### config.mk
export PLATFORM = sky130hd
export DESIGN_NAME = dispatch_rename_unit
export DESIGN_NICKNAME = d
export VERILOG_FILES = /design/src/rtl/dispatch_pkg.sv /design/src/rtl/dispatch_rename_unit_tag_free_list.sv /design/src/rtl/dispatch_rename_unit.sv
export SDC_FILE = /design/constraint.sdc
export NUM_CORES = 2
export LEC_CHECK = 0
export CAP_MARGIN = 5
export CORE_MARGIN = 5
export CORE_UTILIZATION = 30
export CTS_BUF_LIST = sky130_fd_sc_hd__clkbuf_16
export CTS_CLUSTER_SIZE = 12
export DETAILED_ROUTE_END_ITERATION = 12
export PLACE_DENSITY = 0.44
export SLEW_MARGIN = 20
export SYNTH_ARGS = -nofsm -noshare
export SYNTH_HDL_FRONTEND = slang
export SYNTH_SLANG_ARGS = --single-unit
### constraint.sdc
create_clock -name clock -period 8.65 [get_ports clock]
set_input_delay 2.595 -clock clock [delete_from_list [all_inputs] [get_ports clock]]
set_output_delay 2.595 -clock clock [all_outputs]
set_load 0.02 [all_outputs]
### src/rtl/dispatch_pkg.sv
// Shared constants and types for the in-order dispatch/rename stage:
// internal opcodes, MIPS encodings and the register-status-table entry.
package dispatch_pkg;

  localparam logic [3:0] IOP_ADD  = 4'd0;
  localparam logic [3:0] IOP_SUB  = 4'd1;
  localparam logic [3:0] IOP_AND  = 4'd2;
  localparam logic [3:0] IOP_OR   = 4'd3;
  localparam logic [3:0] IOP_SLT  = 4'd4;
  localparam logic [3:0] IOP_SLL  = 4'd5;
  localparam logic [3:0] IOP_SRL  = 4'd6;
  localparam logic [3:0] IOP_ADDI = 4'd7;
  localparam logic [3:0] IOP_LW   = 4'd8;
  localparam logic [3:0] IOP_SW   = 4'd9;
  localparam logic [3:0] IOP_MUL  = 4'd10;

  localparam logic [5:0] OPC_RTYPE = 6'h00;
  localparam logic [5:0] OPC_J     = 6'h02;
  localparam logic [5:0] OPC_ADDI  = 6'h08;
  localparam logic [5:0] OPC_LW    = 6'h23;
  localparam logic [5:0] OPC_SW    = 6'h2B;

  localparam logic [5:0] FN_ADD   = 6'h20;
  localparam logic [5:0] FN_SUB   = 6'h22;
  localparam logic [5:0] FN_AND   = 6'h24;
  localparam logic [5:0] FN_OR    = 6'h25;
  localparam logic [5:0] FN_SLT   = 6'h2A;
  localparam logic [5:0] FN_SLL   = 6'h00;
  localparam logic [5:0] FN_SRL   = 6'h02;
  localparam logic [5:0] FN_MULT  = 6'h18;
  localparam logic [5:0] FN_MULTU = 6'h19;

  // Tag field sized for the widest supported TAG_W; the top uses the low TAG_W bits.
  localparam int RST_TAG_W = 8;

  typedef struct packed {
    logic                 valid;
    logic [RST_TAG_W-1:0] tag;
  } rst_entry_t;

  typedef enum logic [1:0] {Q_NONE, Q_INT, Q_LDST, Q_MUL} queue_sel_t;

endpackage

### src/rtl/dispatch_rename_unit_tag_free_list.sv
// Circular FIFO of free rename tags; resets full with tags 0..2**TAG_W-1 in pop order.
module tag_free_list #(
  parameter int TAG_W = 5
) (
  input  logic             clock,
  input  logic             reset,
  input  logic             pop,
  input  logic             push,
  input  logic [TAG_W-1:0] push_tag,
  output logic [TAG_W-1:0] pop_tag,
  output logic             empty,
  output logic             full
);
  localparam int DEPTH = 2**TAG_W;

  logic [TAG_W-1:0] mem [DEPTH];
  logic [TAG_W-1:0] head;
  logic [TAG_W-1:0] tail;
  logic [TAG_W:0]   count;
  logic             do_pop;
  logic             do_push;

  assign empty   = (count == '0);
  assign full    = (count == (TAG_W+1)'(DEPTH));
  // Both qualifiers use the registered count, so a same-cycle push never feeds an empty pop.
  assign do_pop  = pop && !empty;
  assign do_push = push && !full;
  assign pop_tag = mem[head];

  always_ff @(posedge clock) begin
    if (reset) begin
      head  <= '0;
      tail  <= '0;
      count <= (TAG_W+1)'(DEPTH);
      for (int i = 0; i < DEPTH; i++) mem[i] <= TAG_W'(i);
    end else begin
      if (do_push) begin
        mem[tail] <= push_tag;
        tail      <= tail + 1'b1;
      end
      if (do_pop) head <= head + 1'b1;
      count <= count + (TAG_W+1)'(do_push) - (TAG_W+1)'(do_pop);
    end
  end

endmodule

### src/rtl/dispatch_rename_unit.sv
// In-order single-issue dispatch: decode, rename via RST + free list, operand
// resolution with same-cycle CDB forwarding, and jump redirect.
module dispatch_rename_unit
  import dispatch_pkg::*;
#(
  parameter int DATA_W = 32,
  parameter int TAG_W  = 5
) (
  input  logic              clock,
  input  logic              reset,
  input  logic [31:0]       ifetch_pc_4,
  input  logic [31:0]       ifetch_intruction,
  input  logic              ifetch_empty,
  output logic              Dispatch_ren,
  output logic              Dispatch_jmp,
  output logic [31:0]       Dispatch_jmp_addr,
  input  logic              cdb_valid,
  input  logic [TAG_W-1:0]  cdb_tag,
  input  logic [DATA_W-1:0] cdb_data,
  output logic [DATA_W-1:0] dispatch_rs_data,
  output logic [DATA_W-1:0] dispatch_rt_data,
  output logic              dispatch_rs_data_valid,
  output logic              dispatch_rt_data_valid,
  output logic [TAG_W-1:0]  dispatch_rs_tag,
  output logic [TAG_W-1:0]  dispatch_rt_tag,
  output logic [TAG_W-1:0]  dispatch_rd_tag,
  output logic [3:0]        dispatch_opcode,
  output logic [4:0]        dispatch_shfamt,
  output logic [15:0]       dispatch_imm,
  output logic              dispatch_en_integer,
  output logic              dispatch_en_ld_st,
  output logic              dispatch_en_mul,
  input  logic              issueque_integer_full,
  input  logic              issueque_full_ld_st,
  input  logic              issueque_mul_full
);
  localparam int NREG = 32;

  typedef struct packed {
    logic              valid;
    logic [TAG_W-1:0]  tag;
    logic [DATA_W-1:0] data;
  } src_t;

  rst_entry_t        rst [NREG];
  logic [DATA_W-1:0] rf  [NREG];

  logic [5:0] opc, funct;
  logic [4:0] rs_f, rt_f, rd_f, dest;
  logic [3:0] iop;
  queue_sel_t qsel;
  logic       has_dest, rs_used, rt_used, is_jmp, is_nop, q_full;
  logic       fire, consume, fl_pop, fl_empty, fl_full;
  logic [TAG_W-1:0] fl_tag;
  src_t       rs_src, rt_src;
  logic       unused_ok;

  assign opc   = ifetch_intruction[31:26];
  assign rs_f  = ifetch_intruction[25:21];
  assign rt_f  = ifetch_intruction[20:16];
  assign rd_f  = ifetch_intruction[15:11];
  assign funct = ifetch_intruction[5:0];

  always_comb begin
    iop      = IOP_ADD;
    qsel     = Q_NONE;
    has_dest = 1'b0;
    dest     = '0;
    rs_used  = 1'b1;
    rt_used  = 1'b1;
    is_jmp   = 1'b0;
    case (opc)
      OPC_RTYPE: begin
        qsel     = Q_INT;
        has_dest = 1'b1;
        dest     = rd_f;
        case (funct)
          FN_ADD:  iop = IOP_ADD;
          FN_SUB:  iop = IOP_SUB;
          FN_AND:  iop = IOP_AND;
          FN_OR:   iop = IOP_OR;
          FN_SLT:  iop = IOP_SLT;
          FN_SLL:  begin iop = IOP_SLL; rs_used = 1'b0; end
          FN_SRL:  begin iop = IOP_SRL; rs_used = 1'b0; end
          FN_MULT, FN_MULTU: begin iop = IOP_MUL; qsel = Q_MUL; end
          default: begin qsel = Q_NONE; has_dest = 1'b0; end
        endcase
      end
      OPC_ADDI: begin
        iop = IOP_ADDI; qsel = Q_INT; has_dest = 1'b1; dest = rt_f; rt_used = 1'b0;
      end
      OPC_LW: begin
        iop = IOP_LW; qsel = Q_LDST; has_dest = 1'b1; dest = rt_f; rt_used = 1'b0;
      end
      OPC_SW:  begin iop = IOP_SW; qsel = Q_LDST; end
      OPC_J:   is_jmp = 1'b1;
      default: ;
    endcase
  end

  function automatic src_t resolve(input logic [4:0] r, input logic used);
    src_t s;
    s.valid = 1'b1;
    s.tag   = '0;
    s.data  = '0;
    if (used && r != 5'd0) begin
      if (!rst[r].valid)
        s.data = rf[r];
      else if (cdb_valid && rst[r].tag == RST_TAG_W'(cdb_tag))
        s.data = cdb_data;
      else begin
        s.valid = 1'b0;
        s.tag   = rst[r].tag[TAG_W-1:0];
      end
    end
    return s;
  endfunction

  always_comb begin
    rs_src = resolve(rs_f, rs_used);
    rt_src = resolve(rt_f, rt_used);
  end

  always_comb begin
    case (qsel)
      Q_INT:   q_full = issueque_integer_full;
      Q_LDST:  q_full = issueque_full_ld_st;
      Q_MUL:   q_full = issueque_mul_full;
      default: q_full = 1'b0;
    endcase
  end

  // Writes to $0 are dropped without a tag; jumps and unsupported words just drain.
  assign is_nop  = has_dest && (dest == 5'd0);
  assign fire    = !reset && !ifetch_empty && (qsel != Q_NONE) && !is_nop && !q_full &&
                   (!has_dest || !fl_empty);
  assign consume = !reset && !ifetch_empty && ((qsel == Q_NONE) || is_nop);
  assign fl_pop  = fire && has_dest;

  assign Dispatch_ren        = fire || consume;
  assign Dispatch_jmp        = consume && is_jmp;
  assign Dispatch_jmp_addr   = {ifetch_pc_4[31:28], ifetch_intruction[25:0], 2'b00};
  assign dispatch_en_integer = fire && (qsel == Q_INT);
  assign dispatch_en_ld_st   = fire && (qsel == Q_LDST);
  assign dispatch_en_mul     = fire && (qsel == Q_MUL);

  assign dispatch_rs_data       = rs_src.data;
  assign dispatch_rs_data_valid = rs_src.valid;
  assign dispatch_rs_tag        = rs_src.tag;
  assign dispatch_rt_data       = rt_src.data;
  assign dispatch_rt_data_valid = rt_src.valid;
  assign dispatch_rt_tag        = rt_src.tag;
  assign dispatch_rd_tag        = fl_tag;
  assign dispatch_opcode        = iop;
  assign dispatch_shfamt        = ifetch_intruction[10:6];
  assign dispatch_imm           = ifetch_intruction[15:0];

  assign unused_ok = ^{ifetch_pc_4[27:0], fl_full};

  tag_free_list #(.TAG_W(TAG_W)) u_free_list (
    .clock    (clock),
    .reset    (reset),
    .pop      (fl_pop),
    .push     (cdb_valid),
    .push_tag (cdb_tag),
    .pop_tag  (fl_tag),
    .empty    (fl_empty),
    .full     (fl_full)
  );

  // CDB writeback first; a rename of the same register in this cycle overrides the clear.
  always_ff @(posedge clock) begin
    if (reset) begin
      for (int r = 0; r < NREG; r++) begin
        rst[r] <= '0;
        rf[r]  <= '0;
      end
    end else begin
      for (int r = 1; r < NREG; r++) begin
        if (cdb_valid && rst[r].valid && rst[r].tag == RST_TAG_W'(cdb_tag)) begin
          rf[r]        <= cdb_data;
          rst[r].valid <= 1'b0;
        end
      end
      if (fl_pop) rst[dest] <= '{valid: 1'b1, tag: RST_TAG_W'(fl_tag)};
    end
  end

endmodule
==> flow_summary.json <==
{
  "cts.htree.levels": 4,
  "nets": 5175,
  "p_int_mw": 12.2,
  "clk-insertion-delay-late_ns": 0.83,
  "period_needed_ns": 8.69,
  "port-buffer-count": 192,
  "nFillCells": 22800,
  "area_growth_pct": 16.7,
  "crit_type": "in2out",
  "max_cap_viol_count": 0,
  "detail-route-antenna-nets": 0,
  "grt-ovfl-total": 0,
  "drive_above_1_share": 0.272,
  "crit_fanout": 29,
  "synthDistinctLibCells": 81,
  "path_clk_slew_ns": 0.06,
  "required_ns": 6.06,
  "wirelength_um": 276000,
  "rsz0062_at_grt": "yes",
  "cts_inserted_buffers": 163,
  "boundaryPins": 251,
  "cts_root_buf": "clkbuf_16",
  "ys_ff_latch": 1365,
  "switching_power_mw": 4.48,
  "placed_cells": 8035,
  "fin_skew_ns": 0.0499,
  "final_common_cell": "edfxtp_1",
  "die_h_um": 496,
  "p_clk_frac": 0.397,
  "yosys_warnings": 0,
  "num_vias": 47000,
  "fp.dieArea_um2": 246000,
  "p_per_area_nw_per_um2": 202,
  "finalHoldViolations": 0,
  "dr.pass1.iters": 6,
  "ys_seq_area_frac": 0.571,
  "leakagePower_nw": 28.1,
  "seq_power_share": 0.461,
  "cp-start-kind": "input port",
  "tightest_slew_ns": 1.18,
  "grt_pass1_wl_um": 383000,
  "status": "complete, but fails checks",
  "grt_usage": 0.221,
  "maxSlewHeadroom": 0.212,
  "multi_input_area_um2": 27800,
  "slowest_stage": "clkdlybuf4s50_1",
  "slowest_delay_ns": 0.60,
  "setup_slack_ns": -0.0444,
  "gp_congestion": 0.854,
  "antenna_found_initial": 14,
  "clockBufferDepth": 3,
  "synth_edf_count": 1312,
  "synth_area_leaders": "edfxtp_1 56%, mux4_2 20%, nor2_1 4.2%",
  "netSwitchingFraction": 0.269,
  "grt_max_degree": 89,
  "yosysTopAreaCellShare": 0.556,
  "cp_cell_sequence": "buf_12 -> buf_4 -> mux4_2 -> o22ai_4 -> buf_4 -> nor4_2 -> xnor2_1 -> nor3_1 -> nand4_1 -> buf_12 -> o32ai_1 -> buf_4 -> clkdlybuf4s50_1",
  "drv_slew": 0,
  "synthesis.instances": 4885,
  "period_share": 1.01,
  "seq_area_um2": 40500,
  "synth_area_leader_cell": "edfxtp_1",
  "route.detailed.drc": 0,
  "synthArstFlopShare": 0,
  "final_cell_mix": "1312 x edfxtp_1, 794 x nor2_1, 642 x mux4_2",
  "max_freq_mhz": 115,
  "critPathCaptureType": "output port",
  "via_per_inst": 5.64,
  "core_um2": 235000,
  "drtIter0Drc": 5363,
  "rows": 178,
  "wl_per_cell_um": 33.1,
  "holdBufCountCts": 0,
  "clock-sinks": 1365,
  "cp_num_buf_inv": 6,
  "hold_path.class": "reg2reg",
  "crit_family": "buffers and inverters",
  "ir_drop_uv": 131,
  "setup_viol": 1,
  "violations": "setup timing",
  "path_common_cell": "buf_4",
  "dp_hpwl_um": 166000,
  "whs_ns": 0.509,
  "layout.cells.non_filler": 8337,
  "first_global_vias": 47800,
  "power_frac_comb": 0.142,
  "cts_tree": "yes",
  "start_util": 0.301,
  "avgSynthCellArea_um2": 14.5,
  "synth_area_um2": 70900,
  "ys.flop_type": "edfxtp_1",
  "die_w_um": 496,
  "rrSetupSlack_ns": 4.90,
  "crit_arrival_ns": 6.10
}
## tightest hold or removal path: cells and delay by family (launching register included)
kind	cells	cell delay (ns)
AOI/OAI and AO/OA	2	0.14
DFF	1	0.32
## synth_stat cells, drive strengths merged (47+ instances only)
cell / count
edfxtp: 1312
nand2: 206
xor2: 58
o22ai: 47
mux2: 67
dfxtp: 53
mux2i: 155
mux4: 646
xnor2: 55
nor2: 797
inv: 139
nand2b: 96
clkbuf: 309
buf: 207
nand4: 56
o21ai: 133
nor3: 95
## per-layer routing
metal  share of wire  GRT usage  vias up
li1                -          -    19300
met1            0.43      0.310    25100
met2            0.46      0.352     2169
met3           0.077     0.0409      425
met4           0.029     0.0617        6
met5         0.00010          0        -
## worst paths after layout
check	start	cells after the start	end
max	ifetch_intruction[22]	13	dispatch_rs_data[23]
min	u_free_list.head[3]	2	flop
max reg2reg	flop	7	rst[20][4]
min reg2reg	u_free_list.head[3]	2	flop
## state kept, by name (all words and copies together), names as in the netlist, named ones only
| signal | count |
|---|---|
| rf | 992 |
| rst | 192 |
| u_free_list.count | 6 |
| u_free_list.head | 5 |
| u_free_list.mem | 160 |
| u_free_list.tail | 5 |
## power by group through the flow
| stage | clock, mW | combinational, mW | sequential (mW) |
|---|---|---|---|
| floorplan | 0 | 1.36 | 7.76 |
| global placement | 0 | 2.37 | 7.81 |
| detailed placement | 0 | 2.37 | 7.82 |
| CTS | 6.76 | 2.38 | 7.69 |
| global route | 7.02 | 2.48 | 7.72 |
| finish | 6.63 | 2.37 | 7.69 |
## through the flow
step | setup TNS, ns | cell area, um^2 | setup slack [ns] | total power, mW | utilization
after floorplan | 0 | 70900 | 0.783 | 9.12 | -
after global placement | -1.22 | 77500 | -0.156 | 10.2 | 0.330
after detailed placement | -2.78 | 77500 | -0.243 | 10.2 | 0.330
after CTS | 0 | 82700 | 0.0297 | 16.8 | 0.351
after global routing | -0.165 | 82700 | -0.115 | 17.2 | 0.352
final | -0.0444 | 82700 | -0.0444 | 16.7 | 0.352
## cell families (layout without fill, tap and decap cells)
| family | after synthesis | count (layout) | synth area share |
|---|---|---|---|
| xor+xnor | 113 | 113 | 0.0140 |
| other cells | 1 | 8 | 0.0000529 |
| compound gates | 458 | 458 | 0.0449 |
| fa+ha+maj | 15 | 15 | 0.00275 |
| simple gates | 1407 | 1407 | 0.0882 |
| mux | 868 | 868 | 0.238 |
| buf+inv | 658 | 953 | 0.0416 |
| flops | 1365 | 1365 | 0.571 |
## layout make-up
type                            count  share of cell area
Sequential cell                  1365               0.489
Multi-Input combinational cell   2868               0.336
Timing Repair Buffer              512              0.0594
Clock buffer                      166              0.0502
Tap cell                         3150              0.0476
Clock inverter                    133              0.0112
Inverter                          142             0.00650
Antenna cell                        1           0.0000302
## repair_timing
item | 4_1_cts | 5_1_grt
resized for setup | 8 | 12
setup endpoints to repair | 25 | 40
pin swaps | 1 | 2
gates cloned | 0 | 1
endpoints found under the hold margin | 0 | 0
setup buffers | 0 | 1
Power figures use the tool's default switching activity.
